--- src/rtl/lcd_pkg.sv ---
// Shared definitions for the LCD text path: FSM states, LCD command bytes, ASCII control codes.
package lcd_pkg;

  typedef enum logic [2:0] {
    INIT_CLR  = 3'd0,
    INIT_HOME = 3'd1,
    IDLE      = 3'd2,
    EMIT_ADDR = 3'd3,
    EMIT_CHAR = 3'd4,
    EMIT_CLR  = 3'd5
  } state_t;

  localparam logic [7:0] LCD_CLEAR = 8'h01;
  localparam logic [7:0] LCD_LINE1 = 8'h80;
  localparam logic [7:0] LCD_LINE2 = 8'hC0;

  localparam logic [7:0] ASCII_LF        = 8'h0A;
  localparam logic [7:0] ASCII_CR        = 8'h0D;
  localparam logic [7:0] ASCII_FF        = 8'h0C;
  localparam logic [7:0] ASCII_PRINT_MIN = 8'h20;
  localparam logic [7:0] ASCII_PRINT_MAX = 8'h7E;

  function automatic logic is_printable(input logic [7:0] b);
    return (b >= ASCII_PRINT_MIN) && (b <= ASCII_PRINT_MAX);
  endfunction

endpackage

--- src/rtl/lcd_char_fifo.sv ---
// Character FIFO; rd_data is a register that always holds the head entry while !empty.
// Push is ignored when full, pop ignored when empty; flags are registered.
module lcd_char_fifo #(
  parameter int DEPTH = 8
) (
  input  logic       clk,
  input  logic       rst_n,
  input  logic       push,
  input  logic [7:0] wr_data,
  input  logic       pop,
  output logic [7:0] rd_data,
  output logic       full,
  output logic       empty
);

  localparam int AW = $clog2(DEPTH);
  localparam int CW = AW + 1;

  logic [7:0]    mem [DEPTH];
  logic [AW-1:0] wr_ptr, rd_ptr, head_nxt;
  logic [CW-1:0] count, count_nxt;
  logic          do_push, do_pop;

  assign do_push  = push && !full;
  assign do_pop   = pop && !empty;
  assign head_nxt = do_pop ? rd_ptr + AW'(1) : rd_ptr;

  always_comb begin
    count_nxt = count;
    if (do_push && !do_pop)
      count_nxt = count + CW'(1);
    else if (do_pop && !do_push)
      count_nxt = count - CW'(1);
  end

  always_ff @(posedge clk) begin
    if (do_push)
      mem[wr_ptr] <= wr_data;
  end

  always_ff @(posedge clk) begin
    if (!rst_n) begin
      wr_ptr  <= '0;
      rd_ptr  <= '0;
      count   <= '0;
      full    <= 1'b0;
      empty   <= 1'b1;
      rd_data <= 8'h00;
    end else begin
      if (do_push)
        wr_ptr <= wr_ptr + AW'(1);
      rd_ptr <= head_nxt;
      count  <= count_nxt;
      full   <= (count_nxt == CW'(DEPTH));
      empty  <= (count_nxt == '0);
      // Bypass the write when it lands in the slot that becomes the new head.
      rd_data <= (do_push && (wr_ptr == head_nxt)) ? wr_data : mem[head_nxt];
    end
  end

endmodule

--- src/rtl/lcd_text_stream.sv ---
// ASCII byte stream -> LCD command/data bytes with cursor tracking; output one cycle after a FIFO pop.
// Input stalls via CHAR_READY when the FIFO is full; LCD_TEXT_STREAM_DEBUG_EN adds a registered LED port.
module lcd_text_stream
  import lcd_pkg::*;
#(
  parameter int         FIFO_DEPTH = 8,
  parameter int         LINE_LEN   = 16,
  parameter logic [7:0] LINE1_ADDR = LCD_LINE1,
  parameter logic [7:0] LINE2_ADDR = LCD_LINE2,
  parameter logic [7:0] CLEAR_CMD  = LCD_CLEAR
) (
  input  logic       CLOCK_50MHZ,
  input  logic       RESET_N,
  input  logic       CHAR_VALID,
  output logic       CHAR_READY,
  input  logic [7:0] CHAR_DATA,
  output logic       CMD_VALID,
  input  logic       CMD_READY,
  output logic       CMD_RS,
  output logic [7:0] CMD_DATA,
  output logic [4:0] CURSOR_POS,
  output logic       BUSY
`ifdef LCD_TEXT_STREAM_DEBUG_EN
  ,
  output logic [7:0] LED
`endif
);

  state_t     state;
  logic       ready_en, push, pop, full, empty, xfer, addr_pending;
  logic [7:0] head, chr, line_addr;
  logic [4:0] pos_inc;

  assign CHAR_READY = ready_en && !full;
  assign push       = CHAR_VALID && CHAR_READY;
  assign pop        = (state == IDLE) && !empty;
  assign xfer       = CMD_VALID && CMD_READY;
  assign BUSY       = (state != IDLE) || !empty;
  assign pos_inc    = CURSOR_POS + 5'd1;
  assign line_addr  = ((CURSOR_POS < 5'(LINE_LEN)) ? LINE1_ADDR : LINE2_ADDR)
                    | {4'h0, CURSOR_POS[3:0]};

  lcd_char_fifo #(.DEPTH(FIFO_DEPTH)) u_fifo (
    .clk     (CLOCK_50MHZ),
    .rst_n   (RESET_N),
    .push    (push),
    .wr_data (CHAR_DATA),
    .pop     (pop),
    .rd_data (head),
    .full    (full),
    .empty   (empty)
  );

  always_ff @(posedge CLOCK_50MHZ) begin
    if (!RESET_N) begin
      state        <= INIT_CLR;
      ready_en     <= 1'b0;
      CMD_VALID    <= 1'b0;
      CMD_RS       <= 1'b0;
      CMD_DATA     <= 8'h00;
      CURSOR_POS   <= 5'd0;
      addr_pending <= 1'b0;
      chr          <= 8'h00;
    end else begin
      ready_en <= 1'b1;
      case (state)
        INIT_CLR: begin
          if (!CMD_VALID) begin
            CMD_VALID <= 1'b1;
            CMD_RS    <= 1'b0;
            CMD_DATA  <= CLEAR_CMD;
          end else if (CMD_READY) begin
            CMD_DATA <= LINE1_ADDR;
            state    <= INIT_HOME;
          end
        end
        INIT_HOME: begin
          if (xfer) begin
            CMD_VALID    <= 1'b0;
            CURSOR_POS   <= 5'd0;
            addr_pending <= 1'b0;
            state        <= IDLE;
          end
        end
        IDLE: begin
          if (pop) begin
            if (is_printable(head)) begin
              chr       <= head;
              CMD_VALID <= 1'b1;
              if (addr_pending) begin
                CMD_RS   <= 1'b0;
                CMD_DATA <= line_addr;
                state    <= EMIT_ADDR;
              end else begin
                CMD_RS   <= 1'b1;
                CMD_DATA <= head;
                state    <= EMIT_CHAR;
              end
            end else if (head == ASCII_LF) begin
              CURSOR_POS   <= (CURSOR_POS < 5'(LINE_LEN)) ? 5'(LINE_LEN) : 5'd0;
              addr_pending <= 1'b1;
            end else if (head == ASCII_CR) begin
              CURSOR_POS   <= CURSOR_POS & 5'h10;
              addr_pending <= 1'b1;
            end else if (head == ASCII_FF) begin
              CMD_VALID <= 1'b1;
              CMD_RS    <= 1'b0;
              CMD_DATA  <= CLEAR_CMD;
              state     <= EMIT_CLR;
            end
          end
        end
        EMIT_ADDR: begin
          if (xfer) begin
            addr_pending <= 1'b0;
            CMD_RS       <= 1'b1;
            CMD_DATA     <= chr;
            state        <= EMIT_CHAR;
          end
        end
        EMIT_CHAR: begin
          // Crossing into column 0 of either line needs a fresh address first.
          if (xfer) begin
            CMD_VALID  <= 1'b0;
            CURSOR_POS <= pos_inc;
            if (pos_inc[3:0] == 4'h0)
              addr_pending <= 1'b1;
            state <= IDLE;
          end
        end
        EMIT_CLR: begin
          if (xfer) begin
            CMD_DATA <= LINE1_ADDR;
            state    <= INIT_HOME;
          end
        end
        default: state <= INIT_CLR;
      endcase
    end
  end

`ifdef LCD_TEXT_STREAM_DEBUG_EN
  always_ff @(posedge CLOCK_50MHZ) begin
    if (!RESET_N)
      LED <= 8'hFF;
    else
      LED <= {state, CURSOR_POS};
  end
`endif

endmodule

--- config.mk ---
export PLATFORM = sky130hd
export DESIGN_NAME = lcd_text_stream
export DESIGN_NICKNAME = d
export VERILOG_FILES = /design/src/rtl/lcd_pkg.sv /design/src/rtl/lcd_char_fifo.sv /design/src/rtl/lcd_text_stream.sv
export SDC_FILE = /design/constraint.sdc
export NUM_CORES = 1
export LEC_CHECK = 0
export CAP_MARGIN = 25
export CORE_UTILIZATION = 62
export CTS_BUF_LIST = sky130_fd_sc_hd__clkbuf_4 sky130_fd_sc_hd__clkbuf_8
export CTS_CLUSTER_DIAMETER = 120
export DETAILED_ROUTE_END_ITERATION = 7
export GPL_TIMING_DRIVEN = 1
export PLACE_DENSITY_LB_ADDON = 0.1
export REMOVE_ABC_BUFFERS = 1
export SYNTH_ARGS = -nofsm -noshare
export SYNTH_HDL_FRONTEND = slang
export SYNTH_SLANG_ARGS = --single-unit
--- constraint.sdc ---
create_clock -name CLOCK_50MHZ -period 2.5 [get_ports CLOCK_50MHZ]
set_input_delay 0.5 -clock CLOCK_50MHZ [delete_from_list [all_inputs] [get_ports CLOCK_50MHZ]]
set_output_delay 0.5 -clock CLOCK_50MHZ [all_outputs]
set_load 0.02 [all_outputs]
**Word level (Yosys, flattened, before mapping)**

Memories as Yosys holds them, arrays and structs flattened. A register that Yosys moved wholly into a read port is not among the register bits.
Cells that the tools add are included.

- Flip-flop bits (word level): 40
- Memory bits (writable): 64
- Bits of input ports: 12
- Output and inout port bits: 17
- Logic and storage cells: 146
- Memories kept: 1

Memory list:

| name | words | bits a word | rd ports | clocked after Yosys merged registers in | wr ports | RTL line | source |
|---|---|---|---|---|---|---|---|
| u_fifo.mem | 8 | 8 | 1 | 1 | 1 | lcd_char_fifo.sv:19 | `logic [7:0] mem [DEPTH];` |

- Add/subtract/negate cells: 5
- Order comparisons: 3
- Equal/unequal tests: 28
- Mux-type cells: 61
- Bitwise operators: 1
- Reduce and logical (&&, ||, !) cells: 33

Operators by type and width:

| operator | number |
|---|---|
| 8-bit two-way mux | 10 |
| 3-bit two-way mux | 12 |
| 8-bit one-hot mux with 4 select lines | 1 |
| 5-bit two-way mux | 6 |
| 8-bit by 4-bit == test with 1-bit output, second input constant | 3 |
| 1-bit two-way mux | 23 |
| 2-bit inequality test, second input constant | 9 |
| 6-bit AND reduction | 3 |
| 3-bit one-hot mux with 5 select lines | 1 |
| 5-bit one-hot mux with 3 select lines | 1 |
| 7-bit AND reduction | 2 |
| 4-bit two-way mux | 3 |
| 3-bit nonzero test | 4 |
| 1-bit logical AND | 9 |
| 3-bit inequality test, second input constant | 3 |
| 1-bit one-hot mux with 3 select lines | 3 |
| 9-bit AND reduction | 1 |
| 8-bit by 6-bit greater-or-equal comparator with 1-bit output, second input constant | 1 |
| 8-bit by 7-bit less-or-equal comparator with 1-bit output, second input constant | 1 |
| 4-bit zero test | 2 |
| 2-bit by 1-bit inequality test with 1-bit output, second input constant | 4 |
| 8-bit by 4-bit bitwise OR with 8-bit output | 1 |
| 8-bit AND reduction | 1 |
| 7-bit two-way mux | 1 |
| 17 further kinds | 26 |

**Depth between registers and ports, before layout**

- Depth after elaboration: 9
- Depth in mapped cells: 9
- Gate-level depth less buffers: 6

**Modules after synthesis**

A second synthesis with hierarchy kept.

- Cells, all modules: 440
- Area, all modules: 5162.5 sq um

By module, submodules not included:

| module | times used | cells each | area each (sq um) | seq. area each (sq um) |
|---|---|---|---|---|
| lcd_char_fifo | 1 | 247 | 3589.7 | 2322.2 |
| lcd_text_stream | 1 | 193 | 1572.8 | 560.5 |

**Least setup slack after synthesis**

No wires, ideal clock.

- Path kind: reg-to-reg
- Start: register u_fifo.rd_ptr[0]
- End: register u_fifo.rd_data[7], read port of u_fifo.mem
- Library setup time: 0.139 ns
- Arrival time: 2.028 ns
- Data required time: 2.361 ns
- Setup slack: 0.332 ns
- Stages on the path, launching flop included: 10
- Path buffers: 3
- Clock period less this slack: 2.168 ns
- Cells stage by stage: dfxtp_1 -> ha_1 -> buf_2 -> clkbuf_1 -> clkbuf_1 -> nand2_1 -> o221ai_1 -> o21ai_0 -> o211ai_1 -> a311oi_1

- Longest elaborated chain between the ends: 2

RTL lines:

| what | RTL line | source |
|---|---|---|
| start: declaration | lcd_char_fifo.sv:20 | `logic [AW-1:0] wr_ptr, rd_ptr, head_nxt;` |
| start signal: assignment | lcd_char_fifo.sv:52 | `rd_ptr <= head_nxt;` |
| 3-bit by 1-bit adder with 3-bit output | lcd_char_fifo.sv:26 | `assign head_nxt = do_pop ? rd_ptr + AW'(1) : rd_ptr;` |
| 3-bit two-way mux (*) | lcd_char_fifo.sv:26 |  |
| end: declaration | lcd_char_fifo.sv:11 | `output logic [7:0] rd_data,` |

Mark *: on every way between the ends. The rest lies on a longest branch, timed or not.
A chain may end at the register's enable or synchronous reset.

**Worst setup path after layout**

- Start: register state[2]
- End: output port BUSY

- Longest elaborated chain between the ends: 2

RTL lines:

| what | RTL line | source |
|---|---|---|
| start: declaration | lcd_text_stream.sv:29 | `state_t state;` |
| start signal: assignment | lcd_text_stream.sv:56 | `state <= INIT_CLR;` |
| start signal: assignment | lcd_text_stream.sv:74 | `state <= INIT_HOME;` |
| start signal: assignment | lcd_text_stream.sv:82 | `state <= IDLE;` |
| 3-bit by 2-bit inequality test with 1-bit output | lcd_text_stream.sv:38 | `assign BUSY = (state != IDLE) \|\| !empty;` |
| 1-bit logical OR | lcd_text_stream.sv:38 |  |
| end: declaration | lcd_text_stream.sv:22 | `output logic BUSY` |

No other way between the ends.

==> results.cfg <==
[grt]
antenna_found_initial = 0
grt_pass1_wl_um = 22200
grt_pass1_vias = 4401
gr-total-overflow = 0
track_usage = 0.299
grt_max_degree = 59

[die]
die_area_um2 = 9640
die_x_um = 98.2
num_io_pins = 29
std_cell_rows = 34
core_area_um2 = 8850
die_h_um = 98.2
initial_core_util = 0.648

[critical_path]
crit_arrival_ns = 1.89
startpoint_type = flip-flop
slowest_stage = clkdlybuf4s50_1
cp_max_fo = 8
cp.required_ns = 2.00
cp_cell_sequence = buf_4, nand2b_2, nor2_2, nand2_1, clkdlybuf4s50_1
path_delay_family = buffers and inverters
crit_path_end_kind = output pin
critical_path.max_stage_delay_ns = 0.53
crit_type = reg2out
crit_buf_inv = 2

[timing]
rsz0062_at_grt = no
fin_skew_ns = 0.0129
worst_pin_slew_ns = 0.904
max_freq_mhz = 419
finalSetupTns_ns = 0
layout_setup_ws_ns = 0.111
slew_violations = 0
period_share = 0.956
finalHoldViolCount = 0
post-route-min-period_ns = 2.39
slew_headroom = 0.393
setup_viol = 0

[synth]
async_reset_ff_frac = 0
synth_edf_count = 64
synth_warnings = 0
seq_area_frac_synth = 0.503
synth.distinct_cells = 67
synth-main-ff-cell = edfxtp_1
synth_top_area_cell = edfxtp_1
synth_seq_cells = 112
netlist_area_um2 = 5730
synth.avg_cell_area_um2 = 10.4
synth_top_area_share = 0.335
netlist_instances = 553
synthTopCellsByArea = edfxtp_1 34%, dfxtp_1 17%, mux2i_1 3.7%, nor3_1 3.7%, o21ai_0 3.1%

[run_status]
status = finished, final reports clean

[placed_design]
portBuffers = 28
dpl.cell_count = 671
post-dp-hpwl_um = 9200
place.gp.congestion = 0.875
place_ws_ns = 0.220

[detailed_routing]
wirelength_um = 13700
wl_met1_um = 5930
dr.pass1.iters = 8
wl_met2_um = 6480
vias = 4658
wl_met3_um = 1090
highest_layer = met4
dr.first_iter.drc_count = 576
detail-route-antenna-nets = 0
viasPerCell = 6.78
drc = 0
wire_per_inst_um = 20.0

[hold_path]
hp-class = reg2reg

[clock_tree]
ctsHoldBuffers = 0
cts_tree = yes
clk_path_buf_depth = 2
clockRootBuffer = clkbuf_8
insertion_delay_ns = 0.38
clk_pin_slew_worst_paths_ns = 0.11
cts_sinks = 112
numCtsBuffers = 9
htreeDepth = 3

[layout]
final_cell_mix = 64 x edfxtp_1, 46 x dfxtp_1, 42 x nand2_1, 42 x nor3_1, 36 x o21ai_0
final_common_cell = edfxtp_1
final_nets = 591
seq_area_um2 = 2890
drive_gt1_frac = 0.116
final_util = 0.723
final_cells = 687
antennaDiodeCount = 0
fill_cells = 653
multi_input_area_um2 = 2640
syn_to_final_growth_pct = 11.5

[job]
maxCapViolCount = 0

[power]
p_per_area_nw_per_um2 = 701
p_leak_nw = 2.08
peakVddDrop_v = 0.000461
## registers in the layout (all words and copies together) (netlist names), 3 cells and up
name            flops
u_fifo.count        4
chr                 8
state               3
CURSOR_POS          5
CMD_DATA            8
u_fifo.wr_ptr       3
u_fifo.mem         64
u_fifo.rd_ptr       3
u_fifo.rd_data      8
## worst register-to-register path, stage by stage (launching register included)
cell,delay [ns]
dfxtp_4,0.40
nor4b_4,0.27
nand2_1,0.17
xnor2_1,0.74
nand4_1,0.28
a311oi_1,0.33
## Yosys cell counts, types with 6 or more instances
library cell  number
a21oi_1           33
nand2_1           42
clkbuf_1          30
nor3_1            42
nand4_1            9
a32o_1             7
xnor2_1            8
o221ai_1           8
o22ai_1           15
dfxtp_1           48
a311oi_1           8
mux2i_1           21
or3_1              8
nand3_1            6
o211ai_1           6
inv_1              6
a21o_1             7
nor2_1            23
buf_2              9
edfxtp_1          64
nand3b_1          15
xor2_1             7
o21ai_0           36
## power by group
part / internal (W) / leakage, nW / switching [W]
Combinational: 0.000477 / 1.00 / 0.000694
Clock: 0.000483 / 0.106 / 0.000645
Sequential: 0.00205 / 0.971 / 0.000137
Total: 0.00301 / 2.08 / 0.00148
## cell type report
class,instances,share of cell area
Inverter,6,0.00352
Multi-Input combinational cell,391,0.413
Clock buffer,9,0.0194
Clock inverter,7,0.0135
Tap cell,108,0.0211
Timing Repair Buffer,54,0.0783
Sequential cell,112,0.452
## worst paths after layout
path	from	slack [ns]	cells past startpoint	to
setup reg to reg	state[2]	0.22	5	u_fifo.rd_data[5]
setup / recovery	state[2]	0.11	5	BUSY
hold reg to reg	chr[7]	0.44	2	chr[7]
hold / removal	chr[7]	0.44	2	chr[7]
## through the flow
step	hold WS (ns)	instance area (um2)	power (W)
after floorplan	0.410	5540	0.00295
after global placement	0.422	6170	0.00334
after detailed placement	0.422	6170	0.00337
after CTS	0.438	6390	0.00448
final	0.439	6390	0.00448
after global routing	0.467	6390	0.00470
## logic make-up after synthesis
group / after synthesis / share of synthesized area
fa+ha+maj: 6 / 0.0127
simple gates: 181 / 0.170
xor+xnor: 16 / 0.0268
compound gates: 160 / 0.195
mux: 28 / 0.0543
buf+inv: 50 / 0.0380
flops: 112 / 0.503
## metal layers
metal	vias to the layer above	track usage
li1	2175	-
met1	2232	0.407
met2	226	0.478
met3	25	0.0573
met4	0	0.109
met5	-	0
## timing repair
| item | CTS | global route |
|---|---|---|
| pin swaps | 0 | 0 |
| gates resized for setup | 1 | 3 |
| setup buffers | 0 | 0 |
| setup endpoints to repair | 1 | 1 |
No activity file was read; power rests on OpenSTA's default activity.
==> patch, RTL diff (config.mk and constraints unchanged) <==
Build with the macro `LCD_TEXT_STREAM_DEBUG_EN` defined.
--- a/src/rtl/lcd_text_stream.sv
+++ b/src/rtl/lcd_text_stream.sv
@@ -1,5 +1,7 @@
 // ASCII byte stream -> LCD command/data bytes with cursor tracking; output one cycle after a FIFO pop.
 // Input stalls via CHAR_READY when the FIFO is full; LCD_TEXT_STREAM_DEBUG_EN adds a registered LED port.
+`define LCD_TEXT_STREAM_DEBUG_EN
+
 module lcd_text_stream
   import lcd_pkg::*;
 #(
Behaviour (old outputs only; new: LED): unchanged (Yosys induction, for registers that start in step).
==> patch against the original RTL <==
  * Critical path depth grew 1
  * Clock power up 74%
  * Synthesized cell count is 11% lower
  * Synthesized area decreased by 3.6%
  * Power is 33% higher
  * Wire length down 4.5%
  * Worst setup slack better by 0.042 ns
  * Final area grew 3.1%
  * Sequential cell count increased by 8
  * Combinational power increased by 39%
  * Critical path type is now flip-flop to flip-flop
  * Largest power group unchanged
  * Highest routed layer unchanged
==> patch: results (changes against the original RTL) <==
- Result of the run: finished, final reports clean (unchanged)
- Distinct cells, synth: 71 (was 67)
- IO buf count: 36 (was 28)
- Final instance count without filler cells: 672 (was 687)
- Number of cells produced by synthesis: 493 (was 553)
- Sequential share of power: 39.9% (was 48.7%)
- Switch Pwr: 1920 µW (was 1480 µW)
- Post-CTS clock slew at the launch and capture registers of the worst setup and hold paths: 0.08 ns (was 0.11 ns)
- Largest fanout of any net on the critical path: 12 (was 8)
- Met2 usage: 52.4% (was 47.8%)
- Worst Reg2Reg Path Length in Cells: 6 (was 5)
- Via count of the first global-routing pass: 4267 (was 4401)
- Global-route wire length before repair: 21100 µm (was 22200 µm)
- Half-perimeter wire length after detailed placement: 8630 µm (was 9200 µm)
- Tot GR Track Use: 30.9% (was 29.9%)
- Worst-margin pin slew: 0.562 ns (was 0.904 ns)
- Internal power component: 4070 µW (was 3010 µW)
- Leading cell types by total area after synthesis: sky130_fd_sc_hd__edfxtp_1 35%, sky130_fd_sc_hd__dfxtp_1 20%, sky130_fd_sc_hd__or3_1 2.6% (was sky130_fd_sc_hd__edfxtp_1 34%, sky130_fd_sc_hd__dfxtp_1 17%, sky130_fd_sc_hd__mux2i_1 3.7%)
- Placer Congestion: 0.862 (was 0.875)
- Met3 track demand over resource: 9.08% (was 5.73%)
- Reg-to-Reg Start: state[0] (was state[2])
- Total instance count after detailed placement: 640 (was 671)
- CTS H-Tree Depth: 4 (was 3)
- Fraction of power consumed by the clock network: 32.8% (was 25.2%)
- Final setup skew: 0.0122 ns (was 0.0129 ns)
- Cell with the largest stage delay on the worst path: sky130_fd_sc_hd__or4b_1 (was sky130_fd_sc_hd__clkdlybuf4s50_1)
- Violation count after the first detailed-route iteration: 241 (was 576)
- Largest net degree at the start of global routing: 27 (was 59)
- Share of final-layout standard cells stronger than drive strength 1: 16.7% (was 11.6%)
- Nets: 568 (was 591)
[patch: cell types whose count changed after synthesis, sizes merged, moves of 12 or more]
cell / delta
a21oi: -15
nand3b: -12
nor3: -13
o21ai: -22
or3: +15
[patch: layer usage]
metal	vias up	share of wire [%]
met5	-	0
met3	38	7.0
met1	2074	39
li1	2013	-
met4	0	2.6
met2	220	51
[patch: kinds of logic after synthesis]
| family | after synthesis | synth area share, % |
|---|---|---|
| multiplexers | 22 | 5.18 |
| buffers and inverters | 40 | 3.31 |
| XOR/XNOR | 12 | 2.15 |
| adder cells (fa/ha/maj) | 5 | 1.13 |
| flip-flops | 120 | 55.1 |
| AO/OA/AOI/OAI | 118 | 15.6 |
| AND/OR/NAND/NOR | 176 | 17.5 |
[patch: worst max-delay path by stage]
stage | from | end | slack [ns] | cells past startpoint
floorplan | state[1] | u_fifo.rd_data[5] | -0.40 | 5
global placement | u_fifo.rd_data[5] | CMD_DATA[7] | 0.25 | 5
detailed placement | state[0] | u_fifo.rd_data[5] | 0.19 | 6
CTS | state[0] | BUSY | 0.01 | 5
global route | state[0] | u_fifo.rd_data[5] | 0.08 | 6
finish | state[0] | u_fifo.rd_data[5] | 0.15 | 6
[patch: final cells by class]
cell class | count | area, µm²
fill | 606 | 2090
sequential | 120 | 3040
timing repair buffer | 72 | 637
multi-input combinational | 333 | 2300
clock inverter | 15 | 216
clock buffer | 17 | 234
inverter | 7 | 26.3
tap | 108 | 135
[patch: stage by stage]
stage / hold slack, ns / instance area, µm²
after global placement: 0.420 / 6140
after floorplan: 0.410 / 5370
after CTS: 0.452 / 6590
final: 0.450 / 6590
after global routing: 0.489 / 6590
after detailed placement: 0.438 / 6140
[patch: timing repair]
item                       4_1_cts  5_1_grt
resized for setup                0        2
buffers inserted                 0        0
setup endpoints to repair        0        1
